[config.mk]
export PLATFORM = sky130hd
export DESIGN_NAME = memory_game
export DESIGN_NICKNAME = d
export VERILOG_FILES = /design/src/rtl/memory_game_pkg.sv /design/src/rtl/memory_game_lfsr.sv /design/src/rtl/memory_game.sv
export SDC_FILE = /design/constraint.sdc
export NUM_CORES = 1
export LEC_CHECK = 0
export BUFFER_PORTS_ARGS = -buffer_cell sky130_fd_sc_hd__clkbuf_2
export CORE_AREA = 3 3 64 66
export CTS_CLUSTER_DIAMETER = 120
export DETAILED_ROUTE_END_ITERATION = 7
export DIE_AREA = 0 0 67 69
export PLACE_DENSITY = 0.76
export SYNTH_ARGS = -nofsm -noshare
export SYNTH_HDL_FRONTEND = slang
export SYNTH_SLANG_ARGS = --single-unit
[constraint.sdc]
create_clock -name clk -period 2.1 [get_ports clk]
set_input_delay 0.21 -clock clk [delete_from_list [all_inputs] [get_ports clk]]
set_output_delay 0.21 -clock clk [all_outputs]
set_load 0.02 [all_outputs]
[src/rtl/memory_game_pkg.sv]
// Shared types and constants for the memory game core.
package memory_game_pkg;
  typedef enum logic [1:0] {
    ST_IDLE   = 2'b00,
    ST_SHOW   = 2'b01,
    ST_ANSWER = 2'b10,
    ST_RESULT = 2'b11
  } state_t;

  localparam logic [1:0] RES_NONE = 2'b00;
  localparam logic [1:0] RES_WIN  = 2'b01;
  localparam logic [1:0] RES_LOSE = 2'b10;

  localparam logic [7:0] LFSR_TAPS = 8'hB8;
endpackage

[src/rtl/memory_game_lfsr.sv]
// Free-running right-shift Galois LFSR; a non-zero SEED keeps it out of the all-zero lockup.
module memory_game_lfsr #(
  parameter int           W    = 8,
  parameter logic [W-1:0] SEED = 'hA5,
  parameter logic [W-1:0] TAPS = 'hB8
) (
  input  logic         clk,
  input  logic         reset,
  output logic [W-1:0] value
);
  always_ff @(posedge clk) begin
    if (reset)         value <= SEED;
    else if (value[0]) value <= (value >> 1) ^ TAPS;
    else               value <= value >> 1;
  end
endmodule

[src/rtl/memory_game.sv]
// Memory game round controller: pick question, show it for load cycles, capture and grade answer.
module memory_game
  import memory_game_pkg::*;
#(
  parameter int               WIDTH = 8,
  parameter logic [WIDTH-1:0] SEED  = 'hA5
) (
  input  logic             clk,
  input  logic             reset,
  input  logic [WIDTH-1:0] x,
  input  logic             submit,
  input  logic [WIDTH-1:0] load,
  output logic [WIDTH-1:0] display,
  output logic [1:0]       result,
  output logic [WIDTH-1:0] qn,
  output logic [WIDTH-1:0] temp,
  output logic [WIDTH-1:0] inp,
  output logic [1:0]       state
);
  state_t           st, st_d;
  logic [WIDTH-1:0] qn_d, temp_d, inp_d, lfsr_val;
  logic [1:0]       result_d;
  logic             submit_q, sub_pulse;

  memory_game_lfsr #(
    .W    (WIDTH),
    .SEED (SEED),
    .TAPS (WIDTH'(LFSR_TAPS))
  ) u_lfsr (
    .clk   (clk),
    .reset (reset),
    .value (lfsr_val)
  );

  // A held button registers once; SHOW/IDLE simply ignore the pulse.
  assign sub_pulse = submit & ~submit_q;
  assign state     = st;

  always_ff @(posedge clk) begin
    if (reset) begin
      st       <= ST_IDLE;
      qn       <= '0;
      temp     <= '0;
      inp      <= '0;
      result   <= RES_NONE;
      submit_q <= 1'b0;
    end else begin
      st       <= st_d;
      qn       <= qn_d;
      temp     <= temp_d;
      inp      <= inp_d;
      result   <= result_d;
      submit_q <= submit;
    end
  end

  always_comb begin
    st_d     = st;
    qn_d     = qn;
    temp_d   = temp;
    inp_d    = inp;
    result_d = result;
    unique case (st)
      ST_IDLE: begin
        qn_d     = lfsr_val;
        temp_d   = (load == '0) ? WIDTH'(1) : load;
        result_d = RES_NONE;
        st_d     = ST_SHOW;
      end
      ST_SHOW: begin
        // Exit on 1 so the countdown never wraps below zero.
        if (temp == WIDTH'(1)) begin
          temp_d = '0;
          st_d   = ST_ANSWER;
        end else begin
          temp_d = temp - WIDTH'(1);
        end
      end
      ST_ANSWER: begin
        if (sub_pulse) begin
          inp_d    = x;
          result_d = (x == qn) ? RES_WIN : RES_LOSE;
          st_d     = ST_RESULT;
        end
      end
      ST_RESULT: begin
        if (sub_pulse) st_d = ST_IDLE;
      end
      default: st_d = ST_IDLE;
    endcase
  end

  always_comb begin
    display = '0;
    case (st)
      ST_SHOW:   display = qn;
      ST_RESULT: display = inp;
      default:   display = '0;
    endcase
  end
endmodule

==> flow_summary.ini, run 1 <==
[setup_path]
critPathCaptureType = output port
r2r_start = temp[3]$_SDFFE_PP0P_
path_cells = inv_1 > ha_1 > buf_4 > a22o_1 > clkbuf_2
cp-start-kind = register
cp-startpoint = state[1]$_SDFFE_PP0P_
path_class = reg -> out
cpPeakStageDelay_ps = 370
worstPathMaxFanout = 15
cp.arrival_ps = 1630
required_ps = 1890
slowest_stage = dfxtp_1

[sta]
clock_skew_ps = 3.89
hold_violations = 0
tightestPinTransition_ps = 729
final.setup.tns_ps = 0
period_needed_ps = 1840
rsz0062_at_grt = no
finalCritPeriodShare_pct = 87.6
slew_headroom_pct = 51.4
fmax_mhz = 544
setup_viol = 0
whs_ps = 167
drv_slew = 0

[detailed_routing]
wl_mm = 4.21
drt_drc_violations_left = 0
routedWlPerCell_um = 13.8
drt_first_pass_iters = 4
wl_met1_mm = 1.89
dr_wl_met3_um = 231
wl_met2_mm = 2.02
drt_iter0_drc = 126
viasPerCell = 5.30
top_layer_used = met4
vias = 1611
drtAntennaViolNets = 0

[clock_tree]
clock_latency_ps = 280
cts_tree = built
clockRootBuffer = clkbuf_8
cts_buffers = 5
cts_sinks = 37
ctsResizeCount = 0
cts.htree.levels = 2
path_clk_slew_ps = 70
cts_max_path_buffers = 2
cts_setup_buffers = 0
hold_buffers = 0

[die]
num_rows = 22
dieHeight_um = 69
io_pins = 55
die_area_um2 = 4620
coreArea_um2 = 3630
fp.dieW_um = 67
initial_core_util_pct = 49.0

[yosys]
synth_edf_count = 0
synth_nets = 224
synthCells = 199
ys.flop_type = dfxtp_1
avgSynthCellArea_um2 = 8.94
syn_area_um2 = 1780
ys_types = 42
yosys_warnings = 0
async_flop_share_pct = 0
ys_seq_area_share_pct = 41.6
ys_seq_elements = 37

[global_route]
grt_usage_pct = 18.9
grt_pass1_vias = 1484
grt_overflow_total = 0
grt_first_pass_wirelength_mm = 6.81
antenna_found_initial = 0
grt_max_degree = 38

[layout]
layout-drive-gt1-share_pct = 30.9
multiInputGateArea_um2 = 958
fillers = 367
regArea_um2 = 741
finalNetCount = 280
diodes = 0
area_growth_syn_to_layout_pct = 25.2

[status]
status = finished clean

[power]
cellPowerDensity_nw_per_um2 = 1480
finalPower_w = 0.00330
ir_worst_vdd_mv = 0.579
leakage_nw = 1.01

[placement]
io_buffers = 54
dp_hpwl_mm = 3.13
place.gp.congestion = 0.792

[job]
maxCapViolations = 0

[hold_path]
hp-start = x[0]
holdCritPathClass = in -> reg
-- where the power goes --
part | leakage, nW | internal, W | total [W] | switching, W
combinational | 0.651 | 0.000720 | 0.00166 | 0.000942
sequential | 0.305 | 0.000859 | 0.00104 | 0.000182
clock | 0.0554 | 0.000356 | 0.000599 | 0.000243
-- path summary, 6_finish.rpt --
kind / to / slack (ps) / cells past startpoint
min: inp[0]$_SDFFE_PP0P_ / 170 / 3
max: display[3] / 260 / 5
min reg2reg: u_lfsr.value[0]$_SDFF_PP1_ / 460 / 1
max reg2reg: state[0]$_SDFFE_PP0P_ / 320 / 4
-- per-stage QoR --
step / area (um^2) / util [%] / setup slack (ps) / instances
after CTS: 2230 / 61.3 / 246 / 304
after detailed placement: 2120 / 58.2 / 338 / 296
final: 2230 / 61.3 / 261 / 304
after floorplan: 1780 / - / 290 / 199
after global routing: 2230 / 61.3 / 166 / 304
after global placement: 2120 / 58.2 / 371 / 296
-- cell families after synthesis --
logic type	share of synthesized area (%)
and+or+nand+nor	19.0
AOI/OAI and AO/OA	19.7
DFF	41.6
buffers and inverters	4.50
xor gates and xnor gates	5.91
muxes	5.06
adders and majority gates	4.22
-- synthesized netlist by cell type (5+ instances only) --
cell type / count / area (um^2)
dfxtp_1: 37 / 741
nor2_1: 17 / 63.8
a21oi_1: 16 / 80.1
nand2_1: 16 / 60.1
clkbuf_1: 10 / 37.5
xnor2_1: 10 / 87.6
inv_1: 9 / 33.8
mux2i_1: 9 / 90.1
a22o_1: 8 / 70.1
ha_1: 6 / 75.1
nor2b_1: 6 / 37.5
nor3_1: 6 / 30.0
a211oi_1: 5 / 37.5
-- layout make-up --
class / count / share of cell area (%)
Clock inverter: 2 / 1.74
Tap cell: 48 / 2.70
Timing Repair Buffer: 61 / 14.5
Clock buffer: 6 / 3.26
Sequential cell: 37 / 33.3
Multi-Input combinational cell: 141 / 43.0
Inverter: 9 / 1.52
-- worst max-delay path, delay by kind of cell, from the launching register on --
family	cells	cell delay (ps)
adders and majority gates	1	260
buffers and inverters	3	470
DFF	1	370
AOI/OAI and AO/OA	1	250
-- routing by layer --
layer | vias to the layer above | global-route usage, %
li1 | 814 | -
met1 | 734 | 24.4
met2 | 53 | 30.8
met3 | 10 | 3.75
met4 | 0 | 6.31
met5 | - | 0
-- cell usage in the layout, fill, tap and decap left out, drive strengths merged, types with 2 or more instances in the layout --
cell    synthesis  layout
clkbuf         10      60
dfxtp          37      37
nor2           17      17
nand2          16      16
a21oi          16      16
xnor2          10      10
inv             9       9
mux2i           9       9
a22o            8       8
buf             2       7
nor3            6       6
nor2b           6       6
ha              6       6
a211oi          5       5
nand2b          3       3
nand3           3       3
or2             3       3
a21o            3       3
nand3b          2       2
o22ai           2       2
a311oi          2       2
xor2            2       2
nor4            2       2
o21ai           2       2
a31oi           2       2
a211o           2       2
-- state kept, by name, summed over array words and instances, names as in the netlist --
signal,flops
result,2
submit_q,1
qn,8
temp,8
inp,8
state,2
u_lfsr.value,8
No activity file was read; power rests on OpenSTA's default activity.
==> inputs of run 2 (changes only) <==
Settings changed: CELL_PAD_IN_SITES_DETAIL_PLACEMENT set to 0, CELL_PAD_IN_SITES_GLOBAL_PLACEMENT set to 1, CORE_AREA 3 3 64 66 to 3 3 74 76, DIE_AREA 0 0 67 69 to 0 0 77 79, PLACE_DENSITY 0.76 to unset, PLACE_DENSITY_LB_ADDON set to 0.1.
==> run 2 against run 1 <==
  * Fmax grew 0.42%
  * Hold slack lost 6.9 ps
  * First-iteration DRC count shrank 67%
  * Highest routed layer unchanged
  * Worst setup slack gained 7.7 ps
  * Clock skew grew 7.9 ps
  * Total power shrank 0.55%
  * Clock-buffer cell count is the same
  * Via count shrank 2.9%
==> flow_summary.ini, run 2 (synthesis results as in run 1) <==
[status]
status = finished clean

[job]
maxCapViolations = 0

[sta]
setup_viol = 0
tightestPinTransition_ps = 745
hold_violations = 0
clock_skew_ps = 11.8
drv_slew = 0
finalCritPeriodShare_pct = 87.2
fmax_mhz = 546
slew_headroom_pct = 50.3
rsz0062_at_grt = no
period_needed_ps = 1830
final.setup.tns_ps = 0

[layout]
layout-drive-gt1-share_pct = 30.3
final_cell_mix = clkbuf_2 (54), dfxtp_1 (37), nor2_1 (17)
finalNetCount = 278
final_common_cell = clkbuf_2
layout.cells.non_filler = 321
diodes = 0
final_area_um2 = 2240
area_growth_syn_to_layout_pct = 25.7

[setup_path]
required_ps = 2280
cp-startpoint = temp[3]$_SDFFE_PP0P_
cp-start-kind = register
critPathCapture = state[0]$_SDFFE_PP0P_
cp.arrival_ps = 2010
path_class = reg -> reg
r2r_cells = 4
critPathCaptureType = register
reg2reg_setup_slack_ps = 270
worstPathMaxFanout = 8
rr_endpoint = state[0]$_SDFFE_PP0P_
r2r_start = temp[3]$_SDFFE_PP0P_

[placement]
place.gp.congestion = 0.775
dpl_cell_area_um2 = 2120
dp_hpwl_mm = 3.20
io_buffers = 54
dp_cells = 313

[clock_tree]
cts_max_path_buffers = 2
clockRootBuffer = clkbuf_8
cts_setup_buffers = 0
cts_sinks = 37
ctsResizeCount = 0
path_clk_slew_ps = 80
cts_buffers = 5
cts.htree.levels = 2
hold_buffers = 0
clock_latency_ps = 290
cts_tree = built

[global_route]
grt_pass1_vias = 1537
antenna_found_initial = 0
grt_overflow_total = 0
grt_usage_pct = 15.2
grt_max_degree = 38
grt_first_pass_wirelength_mm = 7.39

[detailed_routing]
drt_iter0_drc = 42
drt_first_pass_iters = 4
wl_mm = 4.39
drtAntennaViolNets = 0
routedWlPerCell_um = 13.7
viasPerCell = 4.87
vias = 1564
drt_drc_violations_left = 0

[die]
coreArea_um2 = 4790
num_rows = 25
initial_core_util_pct = 37.2
io_pins = 55
dieHeight_um = 79
fp.dieW_um = 77
die_area_um2 = 6080

[power]
ir_worst_vdd_mv = 0.516
cellPowerDensity_nw_per_um2 = 1470
leakage_nw = 1.00

[hold_path]
holdCritPathClass = in -> reg
==> run 2: cell count changes in the layout (fill, tap and decap cells not counted), sizes merged <==
| cell | before | now |
|---|---|---|
| buf | 7 | 5 |
==> run 2: worst min path at each step <==
stage                                from  cells past startpoint                          to
4_1_cts                              x[7]                      3         inp[7]$_SDFFE_PP0P_
3_5_place_dp   u_lfsr.value[3]$_SDFF_PP0_                      1  u_lfsr.value[2]$_SDFF_PP1_
2_1_floorplan                      submit                      2         submit_q$_SDFF_PP0_
5_1_grt                              x[5]                      3         inp[5]$_SDFFE_PP0P_
3_3_place_gp   u_lfsr.value[3]$_SDFF_PP0_                      1  u_lfsr.value[2]$_SDFF_PP1_
6_report                             x[7]                      3         inp[7]$_SDFFE_PP0P_
==> run 2: stage by stage <==
step                      hold slack (ps)  total power (W)  setup WS (ps)  utilization [%]
after floorplan                       345          0.00223            290                -
after global placement                428          0.00272            315             44.4
after detailed placement              434          0.00270            299             44.4
after CTS                             153          0.00333            265             46.7
after global routing                  156          0.00356            149             46.7
final                                 160          0.00328            269             46.7
==> run 2: worst max-delay path, stage by stage (launching register included) <==
cell      delay (ps)
dfxtp_1          380
or4_4            580
o31ai_4          400
a21oi_1          120
a311oi_1         250
==> run 2: routing by layer <==
layer  vias to the layer above  routed length [um]  global-route usage, %
met3                         5                 252                   4.76
met1                       717                2100                   19.6
met2                        37                1990                   24.5
met4                         0                  46                   4.27
li1                        805                   -                      -
met5                         -                   0                      0
==> run 2: layout make-up <==
cell class / count / area, um^2
Clock buffer: 6 / 72.6
Clock inverter: 2 / 38.8
Fill cell: 495 / 2550
Inverter: 9 / 33.8
Multi-Input combinational cell: 141 / 958
Sequential cell: 37 / 741
Tap cell: 67 / 83.8
Timing Repair Buffer: 59 / 308
==> run 2: where the power goes <==
part | switching, W | total (W) | internal, W | leakage (nW)
sequential | 0.000191 | 0.00105 | 0.000859 | 0.305
combinational | 0.000921 | 0.00162 | 0.000699 | 0.641
clock | 0.000258 | 0.000615 | 0.000357 | 0.0554
total | 0.00137 | 0.00328 | 0.00191 | 1.00
==> inputs of run 3 (changes only) <==
Clock period 2.1 ns to 2.05 ns, I/O delays scaled along.
==> run 3 against run 2 <==
  * Flip-flop and latch count stayed put
  * Via count is 0.77% higher
  * Worst setup slack got worse by 56 ps
  * Critical endpoint is now display[6]
  * First-iteration DRC count up 31%
  * Combinational power increased by 7%
  * Clock power fell by 16%
  * Largest cell class unchanged
  * Hold slack better by 2.0 ps
  * Die area unchanged
  * Register-to-register slack got worse by 30 ps
  * Critical path depth is 1 higher
  * Global-route usage is 0.72 points higher
==> flow_summary.ini, run 3 (synthesis results as in run 1) <==
[power]
seq_power_share_pct = 32.5
sw_frac_of_total_pct = 43.5
p_clk_share_pct = 15.6
combPwrFrac_pct = 51.9
p_int_w = 0.00188
finalPower_w = 0.00332
cellPowerDensity_nw_per_um2 = 1480
p_switching_w = 0.00144
ir_worst_vdd_mv = 0.548
leakage_nw = 1.01

[die]
initial_core_util_pct = 37.2
coreArea_um2 = 4790
die_area_um2 = 6080
num_rows = 25
fp.dieW_um = 77
io_pins = 55
dieHeight_um = 79

[setup_path]
reg2reg_setup_slack_ps = 240
r2r_start = temp[3]$_SDFFE_PP0P_
cp.arrival_ps = 1630
required_ps = 1850
path_class = reg -> out
cp-startpoint = state[1]$_SDFFE_PP0P_
critPathCaptureType = output port
critPathCapture = display[6]
cp-start-kind = register
r2r_cells = 4
worstPathMaxFanout = 10
rr_endpoint = state[0]$_SDFFE_PP0P_

[detailed_routing]
viasPerCell = 4.86
drtAntennaViolNets = 0
drt_drc_violations_left = 0
drt_iter0_drc = 55
wl_mm = 4.63
vias = 1576
routedWlPerCell_um = 14.3
drt_first_pass_iters = 4

[sta]
slew_headroom_pct = 47.0
period_needed_ps = 1840
final.setup.tns_ps = 0
setup_ws_ps = 214
drv_slew = 0
tightestPinTransition_ps = 795
setup_viol = 0
fmax_mhz = 545
rsz0062_at_grt = no
finalCritPeriodShare_pct = 89.6
hold_violations = 0
clock_skew_ps = 10.3

[global_route]
grt_pass1_vias = 1494
grt_max_degree = 38
antenna_found_initial = 0
grt_usage_pct = 15.9
grt_first_pass_wirelength_mm = 7.68
grt_overflow_total = 0

[placement]
place.gp.congestion = 0.748
dp_hpwl_mm = 3.32
place_ws_ps = 271
io_buffers = 54
dp_cells = 316

[clock_tree]
ctsResizeCount = 0
cts_setup_buffers = 0
clockRootBuffer = clkbuf_8
cts_buffers = 5
hold_buffers = 0
cts_sinks = 37
cts_max_path_buffers = 2
path_clk_slew_ps = 70
clock_latency_ps = 290
cts.htree.levels = 2
cts_tree = built

[layout]
finalNetCount = 281
final_cell_mix = clkbuf_2 (54), dfxtp_1 (37), nor2_1 (17)
layout.cells.non_filler = 324
final_common_cell = clkbuf_2
area_growth_syn_to_layout_pct = 25.7
layout-drive-gt1-share_pct = 31.5
diodes = 0

[job]
maxCapViolations = 0

[status]
status = finished clean

[hold_path]
holdCritPathClass = in -> reg
-- run 3: cell count changes in the layout (fill, tap and decap cells not counted) --
cell	previous run	this run
bufinv_16	1	0
clkbuf_1	1	0
clkinvlp_4	0	1
clkinv_4	1	0
inv_6	0	1
buf_4	5	8
clkinv_2	0	1
-- run 3: through the flow --
stage	util [%]	hold WS, ps	area, um^2
final	46.7	162	2240
after CTS	46.7	149	2240
after floorplan	-	340	1780
after detailed placement	44.9	434	2150
after global placement	44.9	430	2150
after global routing	46.7	163	2240
-- run 3: power groups by stage --
stage / clock network, W / logic (W) / registers (W)
after floorplan: 0 / 0.00107 / 0.00122
after global placement: 0 / 0.00173 / 0.00110
after detailed placement: 0 / 0.00173 / 0.00110
after CTS: 0.000542 / 0.00174 / 0.00108
after global routing: 0.000572 / 0.00190 / 0.00111
final: 0.000517 / 0.00173 / 0.00108
-- run 3: worst min-delay path by stage --
| stage | startpoint | endpoint | cells after the start |
|---|---|---|---|
| after detailed placement | u_lfsr.value[3]$_SDFF_PP0_ | u_lfsr.value[2]$_SDFF_PP1_ | 1 |
| after CTS | x[0] | inp[0]$_SDFFE_PP0P_ | 3 |
| after global routing | x[7] | inp[7]$_SDFFE_PP0P_ | 3 |
| final | x[0] | inp[0]$_SDFFE_PP0P_ | 3 |
| after global placement | u_lfsr.value[3]$_SDFF_PP0_ | u_lfsr.value[2]$_SDFF_PP1_ | 1 |
| after floorplan | submit | submit_q$_SDFF_PP0_ | 2 |
-- run 3: area by class of cell --
type	count	area, um^2
multi-input combinational	141	958
clock buffer	5	68.8
sequential	37	741
timing repair buffer	62	330
tap	67	83.8
clock inverter	3	21.3
fill	500	2550
inverter	9	33.8
-- run 3: routing by layer --
metal | wire length [um] | track usage [%] | vias up
met5 | 0 | 0 | -
met4 | 41 | 3.74 | 0
met3 | 252 | 4.54 | 4
met2 | 2120 | 25.5 | 40
met1 | 2220 | 21.2 | 722
li1 | - | - | 810
-- run 3: critical path: stages (launching register included) --
cell	delay (ps)
dfxtp_1	400
inv_1	100
ha_1	260
buf_4	200
a22o_1	240
clkbuf_2	150
